## src/rtl/sim_irq_stim_monitor.sv

```systemverilog
// IRQ stimulus and end-of-test monitor for SoC benches: NUM_IRQ random-delay IRQ channels
// armed from the commit stream, plus cycle/instr/tohost counters and the pass/fail/timeout verdict.

module sim_irq_chan #(
  parameter int unsigned DELAY_BITS = 10,
  parameter logic [15:0] SEED       = 16'hACE1
) (
  input  logic hfclk,
  input  logic rst_n,
  input  logic armed,
  input  logic en,
  input  logic stop,
  input  logic stop_at_ack,
  input  logic ack_hit,
  output logic irq
);
  typedef enum logic [2:0] {S_IDLE, S_LOAD, S_COUNT, S_ASSERT, S_DONE} state_e;

  localparam int unsigned DW      = DELAY_BITS + 1;
  localparam logic [15:0] SEED_NZ = (SEED == 16'h0000) ? 16'h0001 : SEED;

  state_e          state_q, state_d;
  logic [DW-1:0]   dly_q, dly_d;
  logic [15:0]     lfsr_q, lfsr_d;
  logic            irq_q, irq_d;
  logic            fb;

  // Fibonacci taps 16,14,13,11
  assign fb = lfsr_q[15] ^ lfsr_q[13] ^ lfsr_q[12] ^ lfsr_q[10];

  always_comb begin
    state_d = state_q;
    dly_d   = dly_q;
    lfsr_d  = lfsr_q;
    case (state_q)
      S_IDLE: begin
        if (stop)             state_d = S_DONE;
        else if (armed && en) state_d = S_LOAD;
      end
      S_LOAD: begin
        if (!en) state_d = S_IDLE;
        else begin
          dly_d   = {1'b0, lfsr_q[DELAY_BITS-1:0]} + DW'(1);
          lfsr_d  = {lfsr_q[14:0], fb};
          state_d = S_COUNT;
        end
      end
      S_COUNT: begin
        if (stop)                  state_d = S_DONE;
        else if (!en)              state_d = S_IDLE;
        else if (dly_q == DW'(1))  state_d = S_ASSERT;
        else                       dly_d   = dly_q - DW'(1);
      end
      // Only the ack releases the line so the handler always runs to mret.
      S_ASSERT: begin
        if (ack_hit) state_d = stop_at_ack ? S_DONE : S_LOAD;
      end
      S_DONE:  state_d = S_DONE;
      default: state_d = S_IDLE;
    endcase
    irq_d = (state_d == S_ASSERT);
  end

  always_ff @(posedge hfclk or negedge rst_n) begin
    if (!rst_n) begin
      state_q <= S_IDLE;
      dly_q   <= '0;
      lfsr_q  <= SEED_NZ;
      irq_q   <= 1'b0;
    end else begin
      state_q <= state_d;
      dly_q   <= dly_d;
      lfsr_q  <= lfsr_d;
      irq_q   <= irq_d;
    end
  end

  assign irq = irq_q;
endmodule

module sim_irq_stim_monitor #(
  parameter int unsigned NUM_IRQ     = 3,
  parameter int unsigned PC_W        = 32,
  parameter int unsigned DELAY_BITS  = 10,
  parameter int unsigned STOP_THRESH = 32,
  parameter int unsigned DONE_CNT    = 8,
  parameter int unsigned TIMEOUT_CYC = 10000000,
  parameter logic [15:0] LFSR_SEED   = 16'hACE1
) (
  input  logic                    hfclk,
  input  logic                    rst_n,
  input  logic                    commit_valid,
  input  logic [PC_W-1:0]         commit_pc,
  input  logic                    disp_valid,
  input  logic                    disp_ready,
  input  logic [31:0]             result_reg,
  input  logic [PC_W-1:0]         cfg_arm_pc,
  input  logic [PC_W-1:0]         cfg_tohost_pc,
  input  logic [NUM_IRQ*PC_W-1:0] cfg_ack_pc,
  input  logic [NUM_IRQ-1:0]      cfg_irq_en,
  output logic [NUM_IRQ-1:0]      irq_o,
  output logic [31:0]             cycle_cnt,
  output logic [31:0]             instr_cnt,
  output logic [31:0]             end_cycle,
  output logic [31:0]             tohost_cnt,
  output logic                    done,
  output logic                    pass,
  output logic                    fail,
  output logic                    timeout
);
  localparam logic [31:0] STOP_T  = 32'(STOP_THRESH);
  localparam logic [31:0] DONE_T  = 32'(DONE_CNT);
  localparam logic [31:0] TO_LAST = 32'(TIMEOUT_CYC - 1);

  logic [31:0] cycle_cnt_q, cycle_cnt_d;
  logic [31:0] instr_cnt_q, instr_cnt_d;
  logic [31:0] end_cycle_q, end_cycle_d;
  logic [31:0] tohost_cnt_q, tohost_cnt_d;
  logic        armed_q, armed_d;
  logic        done_q, done_d, pass_q, pass_d, fail_q, fail_d, timeout_q, timeout_d;

  logic               arm_hit, tohost_hit, first_pending;
  logic               stop, stop_at_ack, timeout_set, done_set;
  logic [NUM_IRQ-1:0] ack_hit;

  assign arm_hit       = commit_valid && (commit_pc == cfg_arm_pc);
  assign tohost_hit    = commit_valid && (commit_pc == cfg_tohost_pc);
  assign first_pending = (tohost_cnt_q == '0);
  assign stop          = (tohost_cnt_q > STOP_T);
  // An ack coinciding with the threshold-crossing tohost already sees the stop.
  assign stop_at_ack   = (tohost_cnt_d > STOP_T);
  assign timeout_set   = !timeout_q && !done_q && (cycle_cnt_q == TO_LAST);
  assign done_set      = !done_q && !timeout_q && !timeout_set &&
                         (tohost_cnt_q >= DONE_T) && (irq_o == '0);

  always_comb begin
    cycle_cnt_d  = cycle_cnt_q + 32'd1;
    instr_cnt_d  = instr_cnt_q;
    end_cycle_d  = end_cycle_q;
    tohost_cnt_d = tohost_cnt_q;
    armed_d      = armed_q | arm_hit;
    done_d       = done_q;
    pass_d       = pass_q;
    fail_d       = fail_q;
    timeout_d    = timeout_q | timeout_set;
    if (tohost_hit && (tohost_cnt_q != '1)) tohost_cnt_d = tohost_cnt_q + 32'd1;
    if (tohost_hit && first_pending)        end_cycle_d  = cycle_cnt_q;
    if (disp_valid && disp_ready && first_pending && !tohost_hit)
      instr_cnt_d = instr_cnt_q + 32'd1;
    if (done_set) begin
      done_d = 1'b1;
      pass_d = (result_reg == 32'd1);
      fail_d = (result_reg != 32'd1);
    end
  end

  always_ff @(posedge hfclk or negedge rst_n) begin
    if (!rst_n) begin
      cycle_cnt_q  <= '0;
      instr_cnt_q  <= '0;
      end_cycle_q  <= '0;
      tohost_cnt_q <= '0;
      armed_q      <= 1'b0;
      done_q       <= 1'b0;
      pass_q       <= 1'b0;
      fail_q       <= 1'b0;
      timeout_q    <= 1'b0;
    end else begin
      cycle_cnt_q  <= cycle_cnt_d;
      instr_cnt_q  <= instr_cnt_d;
      end_cycle_q  <= end_cycle_d;
      tohost_cnt_q <= tohost_cnt_d;
      armed_q      <= armed_d;
      done_q       <= done_d;
      pass_q       <= pass_d;
      fail_q       <= fail_d;
      timeout_q    <= timeout_d;
    end
  end

  for (genvar i = 0; i < NUM_IRQ; i++) begin : g_chan
    assign ack_hit[i] = commit_valid && (commit_pc == cfg_ack_pc[i*PC_W +: PC_W]);
    sim_irq_chan #(
      .DELAY_BITS (DELAY_BITS),
      .SEED       (LFSR_SEED ^ 16'(i + 1))
    ) u_chan (
      .hfclk       (hfclk),
      .rst_n       (rst_n),
      .armed       (armed_q),
      .en          (cfg_irq_en[i]),
      .stop        (stop),
      .stop_at_ack (stop_at_ack),
      .ack_hit     (ack_hit[i]),
      .irq         (irq_o[i])
    );
  end

  assign cycle_cnt  = cycle_cnt_q;
  assign instr_cnt  = instr_cnt_q;
  assign end_cycle  = end_cycle_q;
  assign tohost_cnt = tohost_cnt_q;
  assign done       = done_q;
  assign pass       = pass_q;
  assign fail       = fail_q;
  assign timeout    = timeout_q;
endmodule
```

## config.mk

```make
export PLATFORM = sky130hd
export DESIGN_NAME = sim_irq_stim_monitor
export DESIGN_NICKNAME = d
export VERILOG_FILES = /design/src/rtl/sim_irq_stim_monitor.sv
export SDC_FILE = /design/constraint.sdc
export NUM_CORES = 1
export LEC_CHECK = 0
export CELL_PAD_IN_SITES_DETAIL_PLACEMENT = 1
export CELL_PAD_IN_SITES_GLOBAL_PLACEMENT = 1
export CORE_MARGIN = 8
export CORE_UTILIZATION = 40
export CTS_BUF_LIST = sky130_fd_sc_hd__clkbuf_4 sky130_fd_sc_hd__clkbuf_8
export CTS_CLUSTER_DIAMETER = 30
export DETAILED_ROUTE_END_ITERATION = 10
export GPL_TIMING_DRIVEN = 0
export PLACE_DENSITY_LB_ADDON = 0.2
export SKIP_CTS_REPAIR_TIMING = 1
export SYNTH_ARGS = -nofsm -noshare
export SYNTH_HDL_FRONTEND = slang
export SYNTH_HIERARCHICAL = 1
export SYNTH_SLANG_ARGS = --single-unit
```

## constraint.sdc

```tcl
create_clock -name hfclk -period 5.1 [get_ports hfclk]
set_input_delay 0.765 -clock hfclk [delete_from_list [all_inputs] [get_ports hfclk]]
set_output_delay 0.765 -clock hfclk [all_outputs]
set_load 0.05 [all_outputs]
```

==> qor.txt <==
PLACE
----------------------------------------------------------------------------------------------------
Buffers added on ports                                                                           334
Post-DP HPWL                                                                               40,020 µm
Placed Cells incl. Taps                                                                        2,257
Placed cell area                                                                          17,590 µm²
RD Place Congestion                                                                           0.9069

JOB
----------------------------------------------------------------------------------------------------
Number of max-cap violations                                                                       0

CLOCKING
----------------------------------------------------------------------------------------------------
# clock sinks                                                                                    226
Clock-pin slew reported for the worst setup and hold paths after clock tree synthesis        0.07 ns
Insertion delay of the later-clocked pin in the worst-skew pair                              0.59 ns
CTS Buf Count                                                                                     48
Number of buffers on the longest clock path                                                        3
H-Tree Depth                                                                                       2
Root buffer cell                                                                            clkbuf_8
CTS tree                                                                                       built

POWER
----------------------------------------------------------------------------------------------------
Pwr Density                                                                             252.5 nW/µm²
Fraction of power consumed by the clock network                                                0.473
Sw Share                                                                                      0.2672
Net switching power                                                                          1263 µW
Combinational power share                                                                      0.129
Peak supply drop                                                                            170.0 µV
Internal power consumption                                                                   3464 µW
Share of total power in sequential cells                                                       0.397
Leakage power                                                                            0.007778 µW

DIE
----------------------------------------------------------------------------------------------------
# rows                                                                                            67
Die Area                                                                                  40,220 µm²
Die extent in y                                                                             200.5 µm
Initial standard-cell utilization of the core                                                 0.4062
Total core area                                                                           33,530 µm²
Count of pins on the block boundary                                                              367
Horizontal extent of the die                                                                200.5 µm

FINISH
----------------------------------------------------------------------------------------------------
Final cell count without fillers                                                               2,351
Layout net count                                                                               2,104
FILL cells                                                                                     3,823
Flip-flop and latch area                                                                    5685 µm²
Post-route cell area                                                                      18,720 µm²
Share of layout cells above drive strength 1                                                  0.1069
Multi-input gate area in the final layout                                                   7476 µm²
Synth-to-layout area growth                                                                   37.42%

STA
----------------------------------------------------------------------------------------------------
Worst slew margin relative to its limit                                                       0.2487
Least-Margin Pin Slew                                                                       1.117 ns
Shortest clock period the worst path allows after layout                                    4.945 ns
Summed negative setup slack over all endpoints                                                  0 ns
Post-route clock skew                                                                     0.03252 ns
Max Freq                                                                                   202.2 MHz
Crit share post-route                                                                         0.9697
Number of hold violations in the final report                                                      0
RSZ-0062 raised after global routing                                                              no
Setup violators final                                                                              0
Max-slew violations                                                                                0

CRITICAL PATH
----------------------------------------------------------------------------------------------------
Crit Path Max Fanout                                                                              10
Critical Path End Type                                                                          flop
Crit start category                                                                     primary input
Data arrival time at the worst-slack endpoint                                                5.46 ns
Setup CP Type                                                                           primary input to flop
Required time reported for the critical path endpoint                                        5.61 ns

YOSYS
----------------------------------------------------------------------------------------------------
Synthesized area per cell                                                                  9.248 µm²
Post-Syn Area                                                                             13,620 µm²
Number of enable flip-flop cells after synthesis                                                   0
Warning count from the yosys run                                                                   6
Distinct cells, synth                                                                             66
#FFs+latches synth                                                                               226
Most used flip-flop cell after synthesis                                                     dfrtp_1
Synth Net Count                                                                                1,718
Proportion of synthesized chip area in sequential cells                                       0.4174
Fraction of synthesis flops using an asynchronous set or reset pin                             1.000
Cells after synthesis                                                                          1,473

STATUS
----------------------------------------------------------------------------------------------------
Result of the run                                                                       complete, no violations

ROUTE
----------------------------------------------------------------------------------------------------
Detailed-route vias per instance                                                               5.358
Average wire length per cell after detail routing                                           21.53 µm
1st-pass router iterations                                                                         4
Post-route antenna net violation count                                                             0
Number of vias in the routed layout                                                           12,597
Drc violations                                                                                     0
Routed wl met2                                                                             25,990 µm
Wire length reported by the detailed router                                                50,610 µm
Total routed wire length on the met1 layer                                                 19,260 µm
Uppermost signal routing layer after detailed routing                                           met4
Iteration-0 DRC Markers                                                                          410
Routed wl met3                                                                               3265 µm

GRT
----------------------------------------------------------------------------------------------------
Global-route wire length before repair                                                     80,380 µm
Number of antenna violations at the first check in global routing                                  4
Number of global-route vias before repair                                                     14,095
Largest net degree at the start of global routing                                                103
Global routing usage summed across all routing layers                                         0.2458
Overflow after GRT                                                                                 0

MIN PATH
----------------------------------------------------------------------------------------------------
Path category of the worst min-delay check                                              primary input to asynchronous set/reset pin

[final timing paths]
| path | startpoint | endpoint | slack (ns) | cells past startpoint |
|---|---|---|---|---|
| min in group hfclk | g_chan[0].u_chan/lfsr_q[11]$_DFFE_PN1P_ | g_chan[0].u_chan/lfsr_q[11]$_DFFE_PN1P_ | 0.46 | 2 |
| max in group asynchronous | rst_n | g_chan[1].u_chan/lfsr_q[15]$_DFFE_PN1P_ | 4.09 | 2 |
| min reg2reg | g_chan[0].u_chan/lfsr_q[11]$_DFFE_PN1P_ | g_chan[0].u_chan/lfsr_q[11]$_DFFE_PN1P_ | 0.46 | 2 |
| min | rst_n | cycle_cnt[5]$_DFF_PN0_ | 0.07 | 1 |
| max | cfg_tohost_pc[15] | g_chan[2].u_chan/irq$_DFF_PN0_ | 0.15 | 16 |
| max reg2reg | tohost_cnt[13]$_DFF_PN0_ | g_chan[2].u_chan/irq$_DFF_PN0_ | 0.67 | 15 |
[flip-flops by register name, summed over array words and instances, names as in the netlist]
| signal | flops |
|---|---|
| armed_q | 1 |
| cycle_cnt | 32 |
| done | 1 |
| end_cycle | 32 |
| fail | 1 |
| g_chan.u_chan/dly_q | 33 |
| g_chan.u_chan/irq | 3 |
| g_chan.u_chan/lfsr_q | 48 |
| g_chan.u_chan/state_q | 9 |
| instr_cnt | 32 |
| pass | 1 |
| timeout | 1 |
| tohost_cnt | 32 |
[cells in the mapped netlist (8+ instances only)]
cell type	count	area [µm²]
a211oi_1	13	97.59
a21oi_1	30	150.1
a311oi_1	8	70.07
and2_1	18	112.6
and3_1	20	125.1
buf_2	14	70.07
clkbuf_1	59	221.5
dfrtp_1	202	5055
dfstp_2	24	630.6
ha_1	13	162.7
inv_1	21	78.83
mux2_2	32	360.4
nand2_1	232	870.8
nand2b_1	11	68.82
nand3_1	66	330.3
nand4_1	67	419.2
nor2_1	92	345.3
nor2b_1	8	50.05
nor3_1	44	220.2
nor4_1	41	256.5
o21ai_0	36	180.2
o32ai_1	9	78.83
xnor2_1	175	1533
xor2_1	110	963.4
[per-layer routing]
metal | vias to the layer above | global-route usage
li1 | 5899 | -
met1 | 6208 | 0.2651
met2 | 388 | 0.4405
met3 | 102 | 0.06858
met4 | 0 | 0.1154
met5 | - | 0
[per-stage QoR]
| step | hold WS [ns] | setup slack, ns | power, µW | util |
|---|---|---|---|---|
| after floorplan | 0.4393 | 1.277 | 2182 | - |
| after global placement | 0.4464 | -6.597 | 2500 | 0.5226 |
| after detailed placement | 0.4542 | -0.3338 | 2519 | 0.5244 |
| after CTS | 0.05411 | 0.2663 | 4788 | 0.5579 |
| after global routing | 0.07164 | 0.01037 | 4903 | 0.5582 |
| final | 0.07499 | 0.1547 | 4727 | 0.5582 |
[power by group through the flow]
stage               registers [µW]  logic [µW]  clock network, µW
detailed placement            1910         613                  0
finish                        1880         610               2240
CTS                           1880         616               2290
floorplan                     1970         212                  0
global route                  1880         653               2370
global placement              1910         595                  0
[area by class of cell]
cell class | count | share of cell area
flip-flops and latches | 226 | 0.3037
repair buffers | 336 | 0.1818
clock inverters | 26 | 0.01564
well taps | 448 | 0.02994
clock buffers | 64 | 0.04438
diodes | 4 | 0.0005347
plain buffers | 82 | 0.02039
multi-input cells | 1144 | 0.3994
inverters | 21 | 0.004211
[worst max-delay path, stage by stage]
cell and delay, ns:
clkdlybuf4s50_1 0.53, inv_1 0.05, a22o_1 0.20, nor4_1 0.93, nand4_1 0.46, buf_2 0.34
nor2_1 0.15, xor2_1 0.11, or4b_1 0.51, and4bb_1 0.32, nand4_1 0.28, nand2_1 0.17
nor3b_1 0.21, a31oi_1 0.06, o21ai_0 0.15, and2_1 0.22
[cells by family after synthesis]
kind of cell | share of synthesized area
and+or+nand+nor | 0.2574
buffers and inverters | 0.03380
xor gates and xnor gates | 0.1832
muxes | 0.02866
adders and majority gates | 0.01194
DFF | 0.4174
AOI/OAI and AO/OA | 0.06760
[layout by cell type, fill, tap and decap left out, types with 7 or more instances in the layout]
cell type and n:
a211oi_1 13, a21oi_1 30, a311oi_1 8, and2_1 18, and3_1 20, and4_1 7
buf_2 14, buf_6 7, clkbuf_1 59, clkbuf_4 8, clkbuf_8 56, clkdlybuf4s50_1 333
clkinv_2 9, clkinvlp_4 8, dfrtp_1 202, dfstp_2 24, ha_1 13, inv_1 21
mux2_2 32, nand2_1 232, nand2b_1 11, nand3_1 66, nand4_1 67, nor2_1 92
nor2b_1 8, nor3_1 44, nor4_1 41, o21ai_0 36, o21ai_1 7, o32ai_1 9
xnor2_1 175, xor2_1 110
No activity file was read; power rests on OpenSTA's default activity.
